$ cat config.mk
export PLATFORM = sky130hd
export DESIGN_NAME = playfield_tracker_flat
export DESIGN_NICKNAME = d
export VERILOG_FILES = /design/src/rtl/playfield_tracker_if.sv /design/src/rtl/playfield_tracker.sv /design/src/flat_wrapper.sv
export SDC_FILE = /design/constraint.sdc
export NUM_CORES = 1
export LEC_CHECK = 0
export ABC_AREA = 1
export BUFFER_PORTS_ARGS = -buffer_cell sky130_fd_sc_hd__buf_2
export CAP_MARGIN = 15
export CORE_MARGIN = 4
export CORE_UTILIZATION = 40
export DETAILED_ROUTE_END_ITERATION = 16
export RECOVER_POWER = 25
export SETUP_SLACK_MARGIN = 0.2
export SLEW_MARGIN = 10
export SYNTH_ARGS = -nofsm -noshare
export SYNTH_HDL_FRONTEND = slang
export SYNTH_SLANG_ARGS = --single-unit
$ cat constraint.sdc
create_clock -name clk -period 3.5 [get_ports clk]
set_input_delay 0.35 -clock clk [delete_from_list [all_inputs] [get_ports clk]]
set_output_delay 0.35 -clock clk [all_outputs]
set_load 0.01 [all_outputs]
$ cat src/rtl/playfield_tracker_if.sv
// Player-side bus of the tug-of-war playfield tracker: raw keys and freeze in,
// one-hot lights and press events out.
interface playfield_tracker_if #(
  parameter int NUM_LIGHTS = 9
);
  logic                  L;
  logic                  R;
  logic                  game_over;
  logic [NUM_LIGHTS-1:0] LEDR;
  logic                  left_evt;
  logic                  right_evt;

  modport master (output L, R, game_over, input LEDR, left_evt, right_evt);
  modport slave  (input L, R, game_over, output LEDR, left_evt, right_evt);
endinterface

$ cat src/rtl/playfield_tracker.sv
// Playfield tracker: synchronises L/R keys, turns rises into press events and walks
// a one-hot light across LEDR. Optional per-side press lockout: define PRESS_HOLDOFF_EN.
module playfield_tracker #(
  parameter int NUM_LIGHTS     = 9,
  parameter int CENTER         = 5,
  parameter int SYNC_STAGES    = 2,
  parameter int HOLDOFF_CYCLES = 16
) (
  input  logic               clk,
  input  logic               reset,
  playfield_tracker_if.slave bus
);
  localparam int PW = $clog2(NUM_LIGHTS + 1);

  if (SYNC_STAGES < 2 || CENTER < 1 || CENTER > NUM_LIGHTS || HOLDOFF_CYCLES < 1) begin : g_bad_param
    $error("playfield_tracker: illegal parameter set");
  end

  // Side index 0 = left key, 1 = right key.
  logic [1:0]                  keys;
  logic [1:0][SYNC_STAGES-1:0] sync_q;
  logic [1:0]                  prev_q;
  logic [1:0]                  rise;
  logic [1:0]                  lock;
  logic [1:0]                  acc;
  logic [1:0]                  evt_q;
  logic [PW-1:0]               pos_q, pos_d;
  logic [NUM_LIGHTS-1:0]       led;

  assign keys = {bus.R, bus.L};

  always_ff @(posedge clk) begin
    if (reset) begin
      sync_q <= '0;
      prev_q <= '0;
      evt_q  <= '0;
      pos_q  <= PW'(CENTER);
    end else begin
      for (int k = 0; k < 2; k++) begin
        sync_q[k] <= {sync_q[k][SYNC_STAGES-2:0], keys[k]};
        prev_q[k] <= sync_q[k][SYNC_STAGES-1];
      end
      evt_q <= acc;
      pos_q <= pos_d;
    end
  end

  always_comb begin
    rise = '0;
    for (int k = 0; k < 2; k++) rise[k] = sync_q[k][SYNC_STAGES-1] & ~prev_q[k];
  end

  // Simultaneous rises cancel each other; a locked side drops its rise.
  assign acc[0] = rise[0] & ~rise[1] & ~lock[0];
  assign acc[1] = rise[1] & ~rise[0] & ~lock[1];

`ifdef PRESS_HOLDOFF_EN
  localparam int HW = (HOLDOFF_CYCLES > 1) ? $clog2(HOLDOFF_CYCLES) : 1;

  logic [1:0][HW-1:0] hold_q, hold_d;

  always_comb begin
    lock = '0;
    for (int k = 0; k < 2; k++) lock[k] = (hold_q[k] != '0);
  end

  always_comb begin
    hold_d = hold_q;
    for (int k = 0; k < 2; k++) begin
      if (acc[k])               hold_d[k] = HW'(HOLDOFF_CYCLES - 1);
      else if (hold_q[k] != '0) hold_d[k] = hold_q[k] - HW'(1);
    end
  end

  always_ff @(posedge clk) begin
    if (reset) hold_q <= '0;
    else       hold_q <= hold_d;
  end
`else
  assign lock = '0;
`endif

  // Events at the ends still pulse so the victory stage sees LEDR9&L / LEDR1&R.
  always_comb begin
    pos_d = pos_q;
    if (!bus.game_over) begin
      if (acc[0] && pos_q < PW'(NUM_LIGHTS)) pos_d = pos_q + PW'(1);
      else if (acc[1] && pos_q > PW'(1))     pos_d = pos_q - PW'(1);
    end
  end

  always_comb begin
    led = '0;
    for (int i = 0; i < NUM_LIGHTS; i++) led[i] = (pos_q == PW'(i + 1));
  end

  assign bus.LEDR      = led;
  assign bus.left_evt  = evt_q[0];
  assign bus.right_evt = evt_q[1];
endmodule

$ cat src/flat_wrapper.sv
// flat-port wrapper written by rule: the top's interface ports become plain ports
module playfield_tracker_flat 
#(
  parameter int NUM_LIGHTS     = 9,
  parameter int CENTER         = 5,
  parameter int SYNC_STAGES    = 2,
  parameter int HOLDOFF_CYCLES = 16
)
  (clk, reset, bus_L, bus_R, bus_game_over, bus_LEDR, bus_left_evt, bus_right_evt);
  playfield_tracker_if #(.NUM_LIGHTS(NUM_LIGHTS)) bus_i ();
  input  logic clk;
  input  logic reset;
  input wire logic [$bits(bus_i.L)-1:0] bus_L;
  input wire logic [$bits(bus_i.R)-1:0] bus_R;
  input wire logic [$bits(bus_i.game_over)-1:0] bus_game_over;
  output wire logic [$bits(bus_i.LEDR)-1:0] bus_LEDR;
  output wire logic [$bits(bus_i.left_evt)-1:0] bus_left_evt;
  output wire logic [$bits(bus_i.right_evt)-1:0] bus_right_evt;
  assign bus_i.L = bus_L;
  assign bus_i.R = bus_R;
  assign bus_i.game_over = bus_game_over;
  assign bus_LEDR = bus_i.LEDR;
  assign bus_left_evt = bus_i.left_evt;
  assign bus_right_evt = bus_i.right_evt;
  playfield_tracker #(.NUM_LIGHTS(NUM_LIGHTS), .CENTER(CENTER), .SYNC_STAGES(SYNC_STAGES), .HOLDOFF_CYCLES(HOLDOFF_CYCLES)) u_core (.clk(clk), .reset(reset), .bus(bus_i));
endmodule
==> results.md, run 1 <==
* Outcome: complete, no violations
* Syn-to-layout area delta at 17.7%
* Synth Area in Adders at 8.85%
* Pwr per Cell Area at 363 mW/mm²
* Final Critical Period at 1.68 ns
* Sequential-to-total area share from yosys stat at 34.0%
* Total power at 0.302 mW
* Register area at 240 µm²
* Largest net degree at the start of global routing at 11
* Netlist cell types at 17
* Worst Path Class, Setup: flip-flop to primary output
* Synth Area in Simple Gates at 37.0%
* Post-DRT Antenna Nets at 0
* CP Max Fanout at 6
* Slew of the pin with the lowest slew margin at 0.436 ns
* Worst EP arrival at 1.33 ns
* Worst skew pair latency at 0.27 ns
* CP required at 3.15 ns
* Drt initial violations at 10
* Die width at 50.0 µm
* Buffers on Ports at 15
* Full die area at 0.00250 mm²
* Initial antenna violation count at 0
* R2r worst-path depth at 10
* Syn avg cell area at 6.43 µm²
* First-pass GRT wire length at 2500 µm
* CTS H-Tree Depth at 1
* Slew margin rel. at 71.0%
* Placed cell area at 797 µm²
* Post-route clock period utilization at 47.9%
* Initial Util at 44.3%
* Max-cap violation count at 0
* Global route total overflow at 0
* Final setup viols at 0
* Layout Nets at 138
* Number of fill cells at 162
* Row count at 14
* Total track usage at 13.0%
* Top cells by count, synth: nor2_1, nand2_1, inv_1
* Remaining DRCs at 0
* Finished Cell Area at 832 µm²
* Number of global-route vias before repair at 611
* Crit path launch type: flip-flop
* Compound-Gate Fraction of Synth Area at 5.66%
* DRT Pass-1 Iters at 4
* Gpl congestion at 0.817
* Clock sink total at 12
* Yosys top cell area share at 34.0%
* Total number of vias at 638
* Final hold violation count at 0
* Mapped Cells at 110
* Synth Register Bits at 12
* Final WL at 1380 µm
* CP endpoint kind: primary output
* Busiest grt layer: met2
* Mux cell area share after synthesis at 0%
* CTS Buf Count at 3
* IO Pins at 16
* Post-CTS Setup Bufs at 0
* Final core utilization at 52.2%
* HP Class: input pin to flip-flop
* Grt met2 use at 20.7%
* Main combinational cell family by area after synthesis: simple AND/OR/NAND/NOR gates
* Post-Synth XOR/XNOR Area at 1.24%
* Setup TNS at 0 ns
* Ys flop type: dfxtp_1
* Syn_nets at 120
* Core Area at 0.00159 mm²
* Synthesized area at 707 µm²
* Yosys warning total at 0
* Hold_buf cts at 0
* Slew Viols, Final at 0
* Most frequent cell after synthesis: nor2_1
* Async SR Flop Fraction at 0%
* Reg clk slew, reported paths at 0.08 ns
* Fraction of layout cells with a size suffix above 1 at 19.7%
* WL/cell at 9.12 µm
* Dpl hpwl at 1070 µm
* Leak at 0.451 nW
* Vias per cell at 4.23
* Area contributors post-synth: dfxtp_1, nor2_1, nand2_1
* Cell taking the most area after synthesis: dfxtp_1
* Clk root buf: clkbuf_4
* Met3 Use GR at 4.82%
* Die Ht at 50.0 µm
* Met1 usage at 16.1%
* FMAX at 596 MHz
* Multi-input logic area at 373 µm²
* Clk buf depth at 2
* Resized cells post-CTS at 0
* Worst IR Drop VDD at 0.310 mV
* Hold Crit Depth at 3
* Layout Skew at 0.00240 ns
* Number of synthesized flops with an enable pin at 0
* RSZ-0062 raised after global routing: false
* Antenna diode count at 0
* CTS tree: yes
[registers in the layout (all words and copies together) (netlist names)]
register / flops
u_core.evt_q: 2
u_core.pos_q: 4
u_core.sync_q: 4
u_core.prev_q: 2
[metal layers]
metal,wire length [µm],vias to the layer above
met4,0,0
li1,-,356
met5,0,-
met2,627,8
met3,64,0
met1,685,274
[power by group]
group | leakage (nW) | switching [mW] | internal (mW)
registers | 0.0982 | 0.00551 | 0.142
clock network | 0.0210 | 0.0457 | 0.0632
logic | 0.331 | 0.0282 | 0.0172
[worst max-delay path, cell delays in order, from the launching register on]
cell     delay [ns]
dfxtp_1        0.43
inv_1          0.15
ha_1           0.23
inv_1          0.07
nor2_1         0.05
buf_2          0.13
[cell families (layout without fill, tap and decap cells)]
family / Yosys count / count (layout)
AOI/OAI and AO/OA: 5 / 5
xor gates and xnor gates: 1 / 1
adders and majority gates: 5 / 5
buffers and inverters: 23 / 40
DFF: 12 / 12
and+or+nand+nor: 64 / 64
[final timing paths]
| path | startpoint | end | slack [ns] |
|---|---|---|---|
| setup reg to reg | u_core.pos_q[0] | u_core.pos_q[1] | 1.92 |
| hold / removal | bus_R | u_core.sync_q[2] | 0.28 |
| setup / recovery | u_core.pos_q[0] | bus_LEDR[5] | 1.82 |
| hold reg to reg | u_core.sync_q[0] | u_core.sync_q[1] | 0.41 |
[area by class of cell]
type	count	area share, %
Clock buffer	4	4.36
Inverter	21	9.47
Multi-Input combinational cell	75	44.8
Sequential cell	12	28.9
Tap cell	24	3.61
Timing Repair Buffer	15	8.87
[stage by stage]
step,hold slack (ns),setup WS (ns),std cells
after global placement,0.391,1.93,147
after CTS,0.268,1.81,151
after floorplan,0.388,2.09,110
after global routing,0.264,1.67,151
final,0.277,1.82,151
after detailed placement,0.396,1.93,147
[cell usage in the layout, fill, tap and decap left out, drive strengths merged]
| cell type | synthesis | layout |
|---|---|---|
| nand2 | 30 | 30 |
| nor2 | 28 | 28 |
| inv | 21 | 21 |
| buf | 1 | 14 |
| dfxtp | 12 | 12 |
| ha | 5 | 5 |
| clkbuf | 1 | 5 |
| nand3 | 4 | 4 |
| o21ai | 3 | 3 |
| a21oi | 2 | 2 |
| nand4 | 1 | 1 |
| nor3 | 1 | 1 |
| xnor2 | 1 | 1 |
No activity file was read; power rests on OpenSTA's default activity.
==> run 2: changes to the inputs <==
- clock period: 3.5 -> 1.73 ns (I/O delays scaled with it)
==> run 2 against run 1 <==
Net effect:
- sequential power increased by 100%
- first-iteration DRC count unchanged
- setup slack got worse by 1.5 ns
- highest routed layer is now met4
- via count up 2.5%
- non-clock buffer count increased by 1
- clock skew rose by 0.0054 ns
- largest power group unchanged
- critical path depth stayed put
- wire length fell by 3.3%
- sequential cell count did not move
==> results.md, run 2 (same netlist as run 1, synthesis figures left out) <==
* Reg clk slew, reported paths at 0.07 ns
* Fraction of layout cells with a size suffix above 1 at 24.2%
* Drt initial violations at 10
* Clk buf depth at 2
* Commonest cells after routing, fill and taps aside: nor2_1, nand2_1, inv_1
* Post-DRT Antenna Nets at 0
* RSZ-0062 raised after global routing: true
* CP required at 1.56 ns
* Final hold violation count at 0
* HP Class: input pin to flip-flop
* Die Ht at 50.0 µm
* Leading cell type in the layout, fill and taps excluded: nor2_1
* Total track usage at 12.1%
* Clock power share at 35.8%
* Number of fill cells at 157
* Combinational Power Share at 16.1%
* Worst path cell trace: buf_4, ha_1, inv_1, nor2_1, buf_2
* Clock sink total at 12
* Post-route clock period utilization at 81.0%
* Flop pwr share at 48.1%
* RR Startpoint: u_core.pos_q[0]
* Dpl hpwl at 1020 µm
* Worst EP arrival at 1.23 ns
* Setup TNS at 0 ns
* Slew Viols, Final at 0
* First-pass GRT wire length at 2340 µm
* Cell-internal power at 0.454 mW
* CTS H-Tree Depth at 1
* Final WL at 1330 µm
* CTS Buf Count at 3
* WL/cell at 8.76 µm
* CP endpoint kind: primary output
* Layout Skew at 0.00776 ns
* Worst path slowest cell: dfxtp_1
* Leak at 0.454 nW
* Placed cell count at 148
* Buffers on Ports at 15
* Largest net degree at the start of global routing at 11
* Layout Nets at 139
* Final Critical Period at 1.40 ns
* Row count at 14
* Worst skew pair latency at 0.27 ns
* Gpl congestion at 0.825
* Vias per cell at 4.30
* HP Start: bus_R
* Final setup viols at 0
* Sw Pwr at 0.162 mW
* Full die area at 0.00250 mm²
* Crit path buf inv count at 3
* Switching Fraction at 26.4%
* Register area at 245 µm²
* Hold WS at 0.0996 ns
* Delay-heaviest family, CP: buffers and inverters
* Top flop regs: u_core.pos_q (4), u_core.sync_q (4)
* Global route total overflow at 0
* Initial antenna violation count at 0
* Clk root buf: clkbuf_4
* Total number of vias at 654
* Initial Util at 44.3%
* Core Area at 0.00159 mm²
* Non-Filler Instances at 152
* Slew margin rel. at 72.5%
* Worst setup path start: u_core.pos_q[1]
* Pwr per Cell Area at 714 mW/mm²
* Crit path launch type: flip-flop
* Remaining DRCs at 0
* Finished Cell Area at 863 µm²
* Worst Path Class, Setup: flip-flop to primary output
* IO Pins at 16
* FMAX at 714 MHz
* Antenna diode count at 0
* Max-cap violation count at 0
* Critical Path Max Stage Delay at 0.33 ns
* Slew of the pin with the lowest slew margin at 0.412 ns
* Multi-input logic area at 389 µm²
* Number of global-route vias before repair at 578
* Syn-to-layout area delta at 22.1%
* DRT Pass-1 Iters at 4
* CTS tree: yes
* Outcome: complete, no violations
* Die width at 50.0 µm
* Placed cell area at 805 µm²
* Worst IR Drop VDD at 0.598 mV
* CP Max Fanout at 6
-- run 2: cell count changes in the layout (fill, tap and decap cells not counted), sizes merged --
cell	previous run	this run
buf	14	15
-- run 2: repair_timing --
action | in CTS | in global routing
hold buffers | 0 | 0
resized for setup | 1 | 7
pin swaps | 0 | 2
setup buffers | 0 | 0
endpoints found under the setup margin | 1 | 5
-- run 2: power groups by stage --
stage / sequential (mW) / combinational (mW) / clock (mW)
3_5_place_dp: 0.302 / 0.0954 / 0
5_1_grt: 0.299 / 0.116 / 0.243
2_1_floorplan: 0.300 / 0.0720 / 0
3_3_place_gp: 0.302 / 0.0964 / 0
6_report: 0.297 / 0.0992 / 0.220
4_1_cts: 0.296 / 0.0961 / 0.227
-- run 2: path summary, 6_finish.rpt --
path | to | slack, ns | depth (start not counted)
worst min register to register | u_core.sync_q[3] | 0.39 | 2
worst max register to register | u_core.pos_q[1] | 0.35 | 9
worst min-delay path | u_core.sync_q[2] | 0.1 | 3
worst max-delay path | bus_LEDR[6] | 0.33 | 5
-- run 2: metrics by stage --
step           setup slack (ns)  power [mW]  util [%]
2_1_floorplan             0.320       0.372         -
3_3_place_gp              0.233       0.398      50.5
3_5_place_dp              0.182       0.398      50.5
4_1_cts                   0.237       0.619      52.8
5_1_grt                   0.188       0.658      54.2
6_report                  0.329       0.616      54.2
-- run 2: layout make-up --
| type | instances | area share, % |
|---|---|---|
| Clock buffer | 4 | 4.20 |
| Tap cell | 24 | 3.48 |
| Multi-Input combinational cell | 75 | 45.1 |
| Timing Repair Buffer | 16 | 9.42 |
| Sequential cell | 12 | 28.4 |
| Inverter | 21 | 9.42 |
-- run 2: routing by layer --
metal / share of wire (%) / vias to the layer above / track usage, %
met3: 5.1 / 4 / 5.42
li1: - / 358 / -
met1: 47 / 282 / 13.9
met5: 0 / - / 0
met4: 1.3 / 0 / 4.15
met2: 47 / 10 / 19.6
-- run 2: worst register-to-register path, cell delays in order, from the launching register on --
cell and delay, ns:
dfxtp_4 0.37, inv_4 0.09, ha_4 0.14, inv_1 0.06
o21ai_2 0.12, nand2_2 0.12, a21oi_4 0.22, nand2_1 0.07
nand2_1 0.06, nor2_1 0.04
==> run 3: changes to the inputs <==
- ABC_AREA: 1 -> 0
- clock period: 1.73 -> 1.4 ns (I/O delays scaled with it)
==> run 3 against run 2 <==
Net effect:
- the run now ends with setup timing left
- non-clock buffer count up 17
- clock-buffer cell count down 1
- synthesized cell count down 41%
- setup slack worse by 0.69 ns
- core utilization up 16 points
- worst hold slack worse by 0.015 ns
- combinational power up 21%
- wire length up 7.1%
- final area up 12%
- sequential cell count unchanged
- cell count down 25%
- critical path type is now flip-flop to flip-flop
- largest cell class unchanged
==> results.md, run 3 <==
* Worst setup path start: u_core.pos_q[1]
* Slack of the critical path at -0.359 ns
* Ys flop type: dfxtp_1
* Max-cap violation count at 0
* Final core utilization at 70.0%
* Pwr per Cell Area at 700 mW/mm²
* Area contributors post-synth: dfxtp_1, ha_1, nor2b_1
* Leak at 0.452 nW
* Critical Path Max Stage Delay at 0.35 ns
* First-pass GRT wire length at 2210 µm
* Final Critical Period at 1.76 ns
* Number of global-route vias before repair at 504
* Critical Path Sink: u_core.pos_q[2]
* Slew of the pin with the lowest slew margin at 0.301 ns
* Layout Skew at 0.00281 ns
* Cell taking the most area after synthesis: dfxtp_1
* Cell-internal power at 0.515 mW
* Remaining DRCs at 0
* Grt met2 use at 28.6%
* Post-route clock period utilization at 126%
* Synthesized area at 621 µm²
* Reg2reg end: u_core.pos_q[2]
* Combinational Power Share at 17.7%
* Number of synthesized flops with an enable pin at 0
* Worst skew pair latency at 0.26 ns
* Hold_buf cts at 0
* RR Startpoint: u_core.pos_q[1]
* Worst path cell trace: inv_2, ha_4, nand2b_4, a211o_4, a21o_1, o21ai_1, or3b_1
* Netlist cell types at 24
* Sw Pwr at 0.163 mW
* Layout Nets at 111
* Drt initial violations at 1
* R2r worst-path depth at 7
* Die Ht at 47.4 µm
* CTS H-Tree Depth at 1
* Core Area at 0.00138 mm²
* Delay-heaviest family, CP: compound AO/OA/AOI/OAI gates
* Syn avg cell area at 9.55 µm²
* Total number of vias at 547
* Async SR Flop Fraction at 0%
* Yosys warning total at 0
* Worst IR Drop VDD at 0.639 mV
* Yosys top cell area share at 38.7%
* Initial Util at 44.9%
* Top cells by count, synth: dfxtp_1, nor2b_1, and2_1
* Reg clk slew, reported paths at 0.07 ns
* Slew Viols, Final at 0
* Full die area at 0.00225 mm²
* Mapped Cells at 65
* Buffers on Ports at 15
* Global route total overflow at 0
* DRT Pass-1 Iters at 3
* Failing checks: setup timing
* Worst EP arrival at 1.91 ns
* CTS Buf Count at 3
* Final WL at 1430 µm
* Synth Register Bits at 12
* Total power at 0.678 mW
* FMAX at 568 MHz
* Critical path depth in cells at 7
* Gpl congestion at 0.740
* Non-Filler Instances at 114
* WL/cell at 12.5 µm
* CP required at 1.55 ns
* Worst slack at placement at -0.323 ns
* Crit path buf inv count at 1
* Clk root buf: clkbuf_4
* Crit path launch type: flip-flop
* Syn-to-layout area delta at 56.0%
* CTS tree: yes
* Row count at 13
* Clock power share at 29.9%
* Sequential-to-total area share from yosys stat at 38.7%
* CP Max Fanout at 5
* Commonest cells after routing, fill and taps aside: buf_2, buf_4, dfxtp_1
* HP Start: bus_L
* Total track usage at 14.7%
* Outcome: finished with violations
* Flop pwr share at 52.5%
* CP endpoint kind: flip-flop
* Top flop regs: u_core.pos_q (4), u_core.sync_q (4)
* Die width at 47.4 µm
* Busiest grt layer: met2
* Met3 Use GR at 6.90%
* HP Class: input pin to flip-flop
* Post-DRT Antenna Nets at 0
* RSZ-0062 raised after global routing: true
* Antenna diode count at 0
* Clock sink total at 12
* Worst Path Class, Setup: flip-flop to flip-flop
* Vias per cell at 4.80
* IO Pins at 16
* Dpl hpwl at 930 µm
* Clk buf depth at 2
* Fraction of layout cells with a size suffix above 1 at 55.6%
* Worst path slowest cell: a211o_4
* Number of fill cells at 121
* Switching Fraction at 24.1%
* Syn_nets at 75
* Slew margin rel. at 79.9%
* Met1 usage at 14.8%
* Placed cell count at 106
* Largest net degree at the start of global routing at 13
* Most frequent cell after synthesis: dfxtp_1
* Final setup viols at 9
* Initial antenna violation count at 0
* R2r setup slk at -0.36 ns
* Final hold violation count at 0
-- run 3: power groups by stage --
stage | clock network, mW | registers, mW | logic (mW)
floorplan | 0 | 0.367 | 0.0519
global placement | 0 | 0.365 | 0.0906
finish | 0.203 | 0.356 | 0.120
detailed placement | 0 | 0.365 | 0.0921
global route | 0.226 | 0.357 | 0.131
CTS | 0.207 | 0.357 | 0.110
-- run 3: per-stage QoR --
stage                     setup TNS (ns)  instance area, µm²  hold WS [ns]
after global placement            -0.858                 812         0.348
after floorplan                   -0.556                 636         0.212
final                              -1.58                 968        0.0842
after global routing               -2.25                 968        0.0835
after detailed placement          -0.906                 812         0.353
after CTS                          -1.33                 930        0.0774
-- run 3: cell type report --
| cell class | count | area, µm² | area share (%) |
|---|---|---|---|
| timing repair buffer | 33 | 231 | 23.9 |
| sequential | 12 | 248 | 25.6 |
| multi-input combinational | 49 | 440 | 45.5 |
| tap | 15 | 18.8 | 1.94 |
| clock buffer | 3 | 22.5 | 2.33 |
| inverter | 2 | 7.51 | 0.775 |
-- run 3: cell families (layout without fill, tap and decap cells) --
logic type | Yosys count | after routing | share of synthesized area (%)
DFF | 12 | 12 | 38.7
adders and majority gates | 5 | 5 | 10.1
and+or+nand+nor | 32 | 32 | 32.1
AOI/OAI and AO/OA | 8 | 8 | 9.48
buffers and inverters | 4 | 38 | 3.63
xor gates and xnor gates | 2 | 2 | 2.82
muxes | 2 | 2 | 3.23
-- run 3: worst min-delay path by stage --
stage,to,slack (ns),cells past startpoint
global placement,u_core.sync_q[2],0.35,2
CTS,u_core.sync_q[0],0.08,2
detailed placement,u_core.sync_q[0],0.35,2
floorplan,u_core.sync_q[3],0.21,1
finish,u_core.sync_q[0],0.08,2
global route,u_core.sync_q[0],0.08,2
-- run 3: metal layers --
| layer | up-vias | wire length, µm |
|---|---|---|
| met5 | - | 0 |
| met4 | 0 | 0 |
| met3 | 0 | 63 |
| met2 | 9 | 773 |
| met1 | 252 | 587 |
| li1 | 286 | - |
-- run 3: worst reg2reg max path, stage by stage, from the launching register on --
cell	delay, ns
dfxtp_2	0.33
inv_2	0.09
ha_4	0.17
nand2b_4	0.05
a211o_4	0.35
a21o_1	0.21
o21ai_1	0.12
or3b_1	0.34
-- run 3: what timing repair did --
item                       CTS  global route
gates cloned                 0             0
resized for setup           13             8
setup endpoints to repair   13            13
buffers inserted             3             2
pin swaps                    4             2
